## src/rtl/digdar_pulse_reader.sv

```systemverilog
// Drains one captured radar pulse from the ADC A capture BRAM. The pulse
// leaves as a framed 32-bit valid/ready stream: three header words, then the
// packed sample words. A 2-entry skid buffer hides the 1-cycle BRAM latency,
// so the frame streams at one beat per cycle while downstream is ready.
module digdar_pulse_reader #(
    parameter int          RSZ   = 14,
    parameter logic [15:0] MAGIC = 16'hD16D
) (
    input  logic           adc_clk_i,
    input  logic           adc_rst_i,
    input  logic           start_i,
    input  logic           abort_i,
    input  logic [RSZ:0]   n_samples_i,
    input  logic [31:0]    trig_count_i,
    input  logic [31:0]    acp_count_i,
    output logic [RSZ-2:0] buf_raddr_o,
    input  logic [31:0]    buf_rdata_i,
    output logic [31:0]    m_tdata_o,
    output logic           m_tvalid_o,
    output logic           m_tlast_o,
    input  logic           m_tready_i,
    output logic           busy_o,
    output logic           done_o
);

    typedef enum logic [1:0] {ST_IDLE, ST_HDR, ST_DATA, ST_FIN} state_t;

    localparam logic [RSZ:0] N_MAX = {1'b1, {RSZ{1'b0}}};

    state_t state_q, state_d;

    // Start-time decode of the requested sample count.
    logic [RSZ:0]   n_clamped;
    logic [RSZ:0]   n_round;
    logic [RSZ-1:0] n_words;
    logic [31:0]    w0;

    // Skid buffer: entry 0 is the head presented on the stream; bit 32 is tlast.
    logic [32:0]    skid0_q, skid1_q;
    logic [1:0]     count_q;

    // Read-side bookkeeping.
    logic           rd_pending_q;  // a BRAM word lands on buf_rdata_i this cycle
    logic           rd_last_q;     // ...and it is the final data word
    logic           n_odd_q;
    logic           w2_pending_q;  // W2 not yet pushed into the skid buffer
    logic [RSZ-1:0] words_left_q;  // data words still to be read
    logic [RSZ-2:0] rd_addr_q;
    logic [31:0]    acp_q;
    logic [1:0]     hdr_pops_q;

    logic           accept_start, do_abort, pop, active;
    logic           push, push_hdr, issue;
    logic [2:0]     occ;
    logic [31:0]    rd_word;
    logic [32:0]    push_word;

    assign n_clamped = (n_samples_i > N_MAX) ? N_MAX : n_samples_i;
    assign n_round   = n_clamped + (RSZ+1)'(1);
    assign n_words   = n_round[RSZ:1];
    assign w0        = {MAGIC, 16'(n_clamped)};

    assign m_tvalid_o  = (count_q != 2'd0);
    assign m_tdata_o   = skid0_q[31:0];
    assign m_tlast_o   = m_tvalid_o && skid0_q[32];
    assign buf_raddr_o = rd_addr_q;
    assign busy_o      = (state_q == ST_HDR) || (state_q == ST_DATA);
    assign done_o      = (state_q == ST_FIN);

    assign pop    = m_tvalid_o && m_tready_i;
    assign active = busy_o && !abort_i;
    // Skid occupancy once this cycle's landing read and pop are accounted for;
    // a new word may only be scheduled when that leaves a free slot.
    assign occ      = 3'(count_q) + 3'(rd_pending_q) - 3'(pop);
    assign push_hdr = active && w2_pending_q && (occ < 3'd2);
    assign issue    = active && !w2_pending_q && (words_left_q != '0) && (occ < 3'd2);

    assign rd_word   = (rd_last_q && n_odd_q) ? {16'h0, buf_rdata_i[15:0]} : buf_rdata_i;
    assign push      = rd_pending_q || push_hdr;
    assign push_word = rd_pending_q ? {rd_last_q, rd_word} : {words_left_q == '0, acp_q};

    // State register.
    always_ff @(posedge adc_clk_i or posedge adc_rst_i) begin
        // NOTE: sequential state is assigned with <= so every flop samples
        // pre-edge values regardless of statement order.
        if (adc_rst_i) state_q <= ST_IDLE;
        else           state_q <= state_d;
    end

    // Next-state logic: frame sequencing, with abort overriding any busy state.
    always_comb begin
        // NOTE: every output of this block gets a default first, so no path
        // leaves a signal unassigned and no latch is inferred.
        state_d      = state_q;
        accept_start = 1'b0;
        do_abort     = 1'b0;
        case (state_q)
            ST_IDLE: begin
                if (start_i) begin
                    accept_start = 1'b1;
                    state_d      = ST_HDR;
                end
            end
            ST_HDR: begin
                if (pop && skid0_q[32])              state_d = ST_FIN;
                else if (pop && hdr_pops_q == 2'd2)  state_d = ST_DATA;
            end
            ST_DATA: begin
                if (pop && skid0_q[32]) state_d = ST_FIN;
            end
            ST_FIN:  state_d = ST_IDLE;
            default: state_d = ST_IDLE;
        endcase
        if (abort_i && state_q != ST_IDLE) begin
            do_abort = 1'b1;
            state_d  = ST_IDLE;
        end
    end

    // Datapath: header preload, BRAM read scheduling and the skid buffer.
    always_ff @(posedge adc_clk_i or posedge adc_rst_i) begin
        if (adc_rst_i) begin
            // NOTE: the skid payload is reset too because entry 0 drives
            // m_tdata_o directly, which must read 0 out of reset.
            skid0_q      <= '0;
            skid1_q      <= '0;
            count_q      <= 2'd0;
            rd_pending_q <= 1'b0;
            rd_last_q    <= 1'b0;
            n_odd_q      <= 1'b0;
            w2_pending_q <= 1'b0;
            words_left_q <= '0;
            rd_addr_q    <= '0;
            acp_q        <= '0;
            hdr_pops_q   <= 2'd0;
        end else if (accept_start) begin
            // W0 and W1 are known now, so they fill the skid immediately and
            // valid rises on the very next cycle.
            skid0_q      <= {1'b0, w0};
            skid1_q      <= {1'b0, trig_count_i};
            count_q      <= 2'd2;
            rd_pending_q <= 1'b0;
            rd_last_q    <= 1'b0;
            n_odd_q      <= n_clamped[0];
            w2_pending_q <= 1'b1;
            words_left_q <= n_words;
            rd_addr_q    <= '0;
            acp_q        <= acp_count_i;
            hdr_pops_q   <= 2'd0;
        end else if (do_abort) begin
            skid0_q      <= '0;
            skid1_q      <= '0;
            count_q      <= 2'd0;
            rd_pending_q <= 1'b0;
            w2_pending_q <= 1'b0;
            words_left_q <= '0;
        end else begin
            rd_pending_q <= issue;
            if (issue) begin
                words_left_q <= words_left_q - RSZ'(1);
                rd_last_q    <= (words_left_q == RSZ'(1));
                // Hold on the final address so it never runs past D-1 or wraps.
                if (words_left_q != RSZ'(1)) rd_addr_q <= rd_addr_q + (RSZ-1)'(1);
            end
            if (push_hdr) w2_pending_q <= 1'b0;
            if (pop && state_q == ST_HDR) hdr_pops_q <= hdr_pops_q + 2'd1;
            case ({push, pop})
                2'b11: begin
                    if (count_q == 2'd1) begin
                        skid0_q <= push_word;
                    end else begin
                        skid0_q <= skid1_q;
                        skid1_q <= push_word;
                    end
                end
                2'b01: begin
                    skid0_q <= skid1_q;
                    count_q <= count_q - 2'd1;
                end
                2'b10: begin
                    if (count_q == 2'd0) skid0_q <= push_word;
                    else                 skid1_q <= push_word;
                    count_q <= count_q + 2'd1;
                end
                default: ;
            endcase
        end
    end

endmodule

```

## config.mk

```make
export PLATFORM = sky130hd
export DESIGN_NAME = digdar_pulse_reader
export DESIGN_NICKNAME = d
export VERILOG_FILES = /design/src/rtl/digdar_pulse_reader.sv
export SDC_FILE = /design/constraint.sdc
export NUM_CORES = 1
export LEC_CHECK = 0
export CAP_MARGIN = 20
export CORE_MARGIN = 10
export CORE_UTILIZATION = 53
export DETAILED_ROUTE_END_ITERATION = 10
export PLACE_DENSITY = 0.82
export SYNTH_ARGS = -nofsm -noshare
export SYNTH_HDL_FRONTEND = slang
export SYNTH_SLANG_ARGS = --single-unit
```

## constraint.sdc

```tcl
create_clock -name adc_clk_i -period 5.2 [get_ports adc_clk_i]
set_input_delay 1.04 -clock adc_clk_i [delete_from_list [all_inputs] [get_ports adc_clk_i]]
set_output_delay 1.04 -clock adc_clk_i [all_outputs]
set_load 0.005 [all_outputs]
```

==> results.cfg <==
[outcome]
status = completed

[worst_setup_path]
crit_path_max_fanout = 12
worstSetupPathType = in -> reg
worstSetupStartpointType = primary input
cp.required_ns = 5.51
end_kind = flop
arrival_ns = 4.86

[yosys]
synthMostInstantiatedCell = nand2_1
syn_nets = 1116
synth.area.top_cells = dfrtp_1, nand2_1, mux2i_1
netlist_instances = 985
ys_types = 63
async_reset_ff_share_pct = 100
synth_edf_count = 0
ys.warnings.count = 0
synth_commonest_cells = nand2_1, dfrtp_1, o21ai_0, a21oi_1, nor2_1
ys_seq_elements = 135
synth_area_um2 = 8270
syn_avg_cell_area_um2 = 8.40
ys_seq_area_share_pct = 40.8
synthFlopType = dfrtp_1
synth_top_area_share_pct = 40.8
yosysTopAreaCell = dfrtp_1

[timing]
slew_headroom_pct = 43.3
setup_viol = 0
clock.fmax_mhz = 220
finalHoldViolations = 0
hold-worst-slack_ns = 0.471
maxSlewViolCount = 0
period_needed_ns = 4.55
rsz0062_at_grt = false
period_share_pct = 87.5
fin_tns_setup_ns = 0
skew_ns = 0.0104
max_slew.worst_pin.slew_ns = 0.848

[cells_and_area]
antenna_cells = 0
postLayoutCellArea_um2 = 10400
drive_above_1_share_pct = 6.18
area_growth_syn_to_layout_pct = 25.5
fillers = 1248
seqCellArea_um2 = 3380
multi_input_area_um2 = 4280
nNetsFinal = 1219
finish.utilization_pct = 68.0

[routing]
drcViolationCount = 0
drtIter0Drc = 808
ant_nets = 0
vias_per_cell = 5.84
totalWireLength_mm = 24.4
wl_per_cell_um = 18.6
firstDrtPassIters = 5
vias = 7660

[global_route]
gr-total-overflow = 0
grt_start_max_net_pins = 84
track_usage_pct = 22.4
grt_antenna_before_repair = 0
first_global_vias = 7479
grt_pass1_wl_mm = 39.2

[cts]
cts_max_level = 4
root_buffer = clkbuf_16
cts_buffers = 17
cts.sinks = 135
clock_path_buffers = 2
hold_buffers = 0
cts_tree = built
clock_latency_ns = 0.43
clkTransAtPathRegs_ns = 0.06
cts-resized-gates = 0
post-cts-setup-buffers = 0

[placement]
dpl_cell_area_um2 = 9830
globalplace.congestion = 0.858
io_buffers = 164
dp_hpwl_mm = 17.0

[power]
ir_drop_mv = 0.321
p_per_area_nw_per_um2 = 568
p_leak_uw = 0.00427
finalPower_uw = 5890

[die]
dieArea_um2 = 21000
die_w_um = 145
rows = 45
start_util_pct = 54.2
ios = 165
coreArea_um2 = 15300
die_h_um = 145

[hold_path]
hold_class = reg -> reg

[flow_run]
max_cap_viol_count = 0
[placed cells by master (no fill, tap or decap), types with 10 or more instances in the layout]
| cell type | n |
|---|---|
| a2bb2oi_1 | 10 |
| o21ai_0 | 63 |
| clkbuf_16 | 17 |
| nor2_1 | 48 |
| a21oi_1 | 54 |
| nand2_1 | 189 |
| o21ai_1 | 44 |
| nor2b_1 | 11 |
| xor2_1 | 13 |
| a22oi_1 | 13 |
| nor3_1 | 16 |
| inv_1 | 31 |
| o22ai_1 | 34 |
| mux2i_1 | 34 |
| dfrtp_1 | 134 |
| buf_4 | 19 |
| a211oi_1 | 21 |
| clkdlybuf4s50_1 | 164 |
| nand3_1 | 11 |
| ha_1 | 13 |
| xnor2_1 | 13 |
[kinds of logic after synthesis]
kind of cell	synth area share [%]
adder cells (fa/ha/maj)	2.36
buffers and inverters	7.61
AND/OR/NAND/NOR	19.1
flip-flops	40.8
multiplexers	4.79
XOR/XNOR	2.75
AO/OA/AOI/OAI	22.6
[cell type report]
type                       instances  area share [%]
clock buffer                      23            4.60
multi-input combinational        719            41.2
clock inverter                     8           0.711
timing repair buffer             183            17.2
inverter                          32            1.21
sequential                       135            32.6
tap                              211            2.54
[critical path: stages]
cell and delay (ns):
clkdlybuf4s50_1 0.50, and2b_1 0.23, inv_1 0.12, nor2_1 0.17, o21ai_0 0.14, fa_1 0.43
xnor2_1 0.25, and4_1 0.25, a21o_1 0.17, ha_1 0.45, inv_1 0.33, a21boi_1 0.38
nand2_1 0.20, nor2_1 0.14, a21oi_1 0.05
[sequential cells by signal, indices dropped and copies added (netlist names)]
signal,count
state_q,2
hdr_pops_q,2
count_q,2
acp_q,32
rd_last_q,1
n_odd_q,1
skid1_q,33
skid0_q,33
rd_pending_q,1
words_left_q,14
w2_pending_q,1
buf_raddr_o,13
[metal layers]
layer,vias to the layer above,share of wire [%],GRT usage [%]
met5,-,0,0
met4,0,1.8,7.41
met3,49,7.6,6.09
met2,314,48,36.2
met1,3623,42,28.5
li1,3674,-,-
[through the flow]
step | std cells | setup WS [ns]
2_1_floorplan | 985 | 0.549
3_3_place_gp | 1280 | 0.430
3_5_place_dp | 1280 | 0.252
4_1_cts | 1311 | 0.679
5_1_grt | 1311 | 0.322
6_report | 1311 | 0.653
[final timing paths]
path                            depth (start not counted)            to  slack [ns]        from
worst max-delay path                                   15   skid0_q[13]        0.65  m_tready_i
worst min-delay path                                    2      acp_q[4]        0.47    acp_q[4]
worst max register to register                         16   skid0_q[13]        0.87  count_q[1]
worst min register to register                          2      acp_q[4]        0.47    acp_q[4]
max in group asynchronous                               3  rd_pending_q        3.17   adc_rst_i
min in group asynchronous                               2   skid0_q[17]        1.15   adc_rst_i
[power breakdown]
group          total, uW  internal [uW]  switching [uW]
Clock               1130            689             441
Combinational       2990           1280            1710
Sequential          1770           1460             308
Total               5890           3440            2460
No activity file was read; power rests on OpenSTA's default activity.
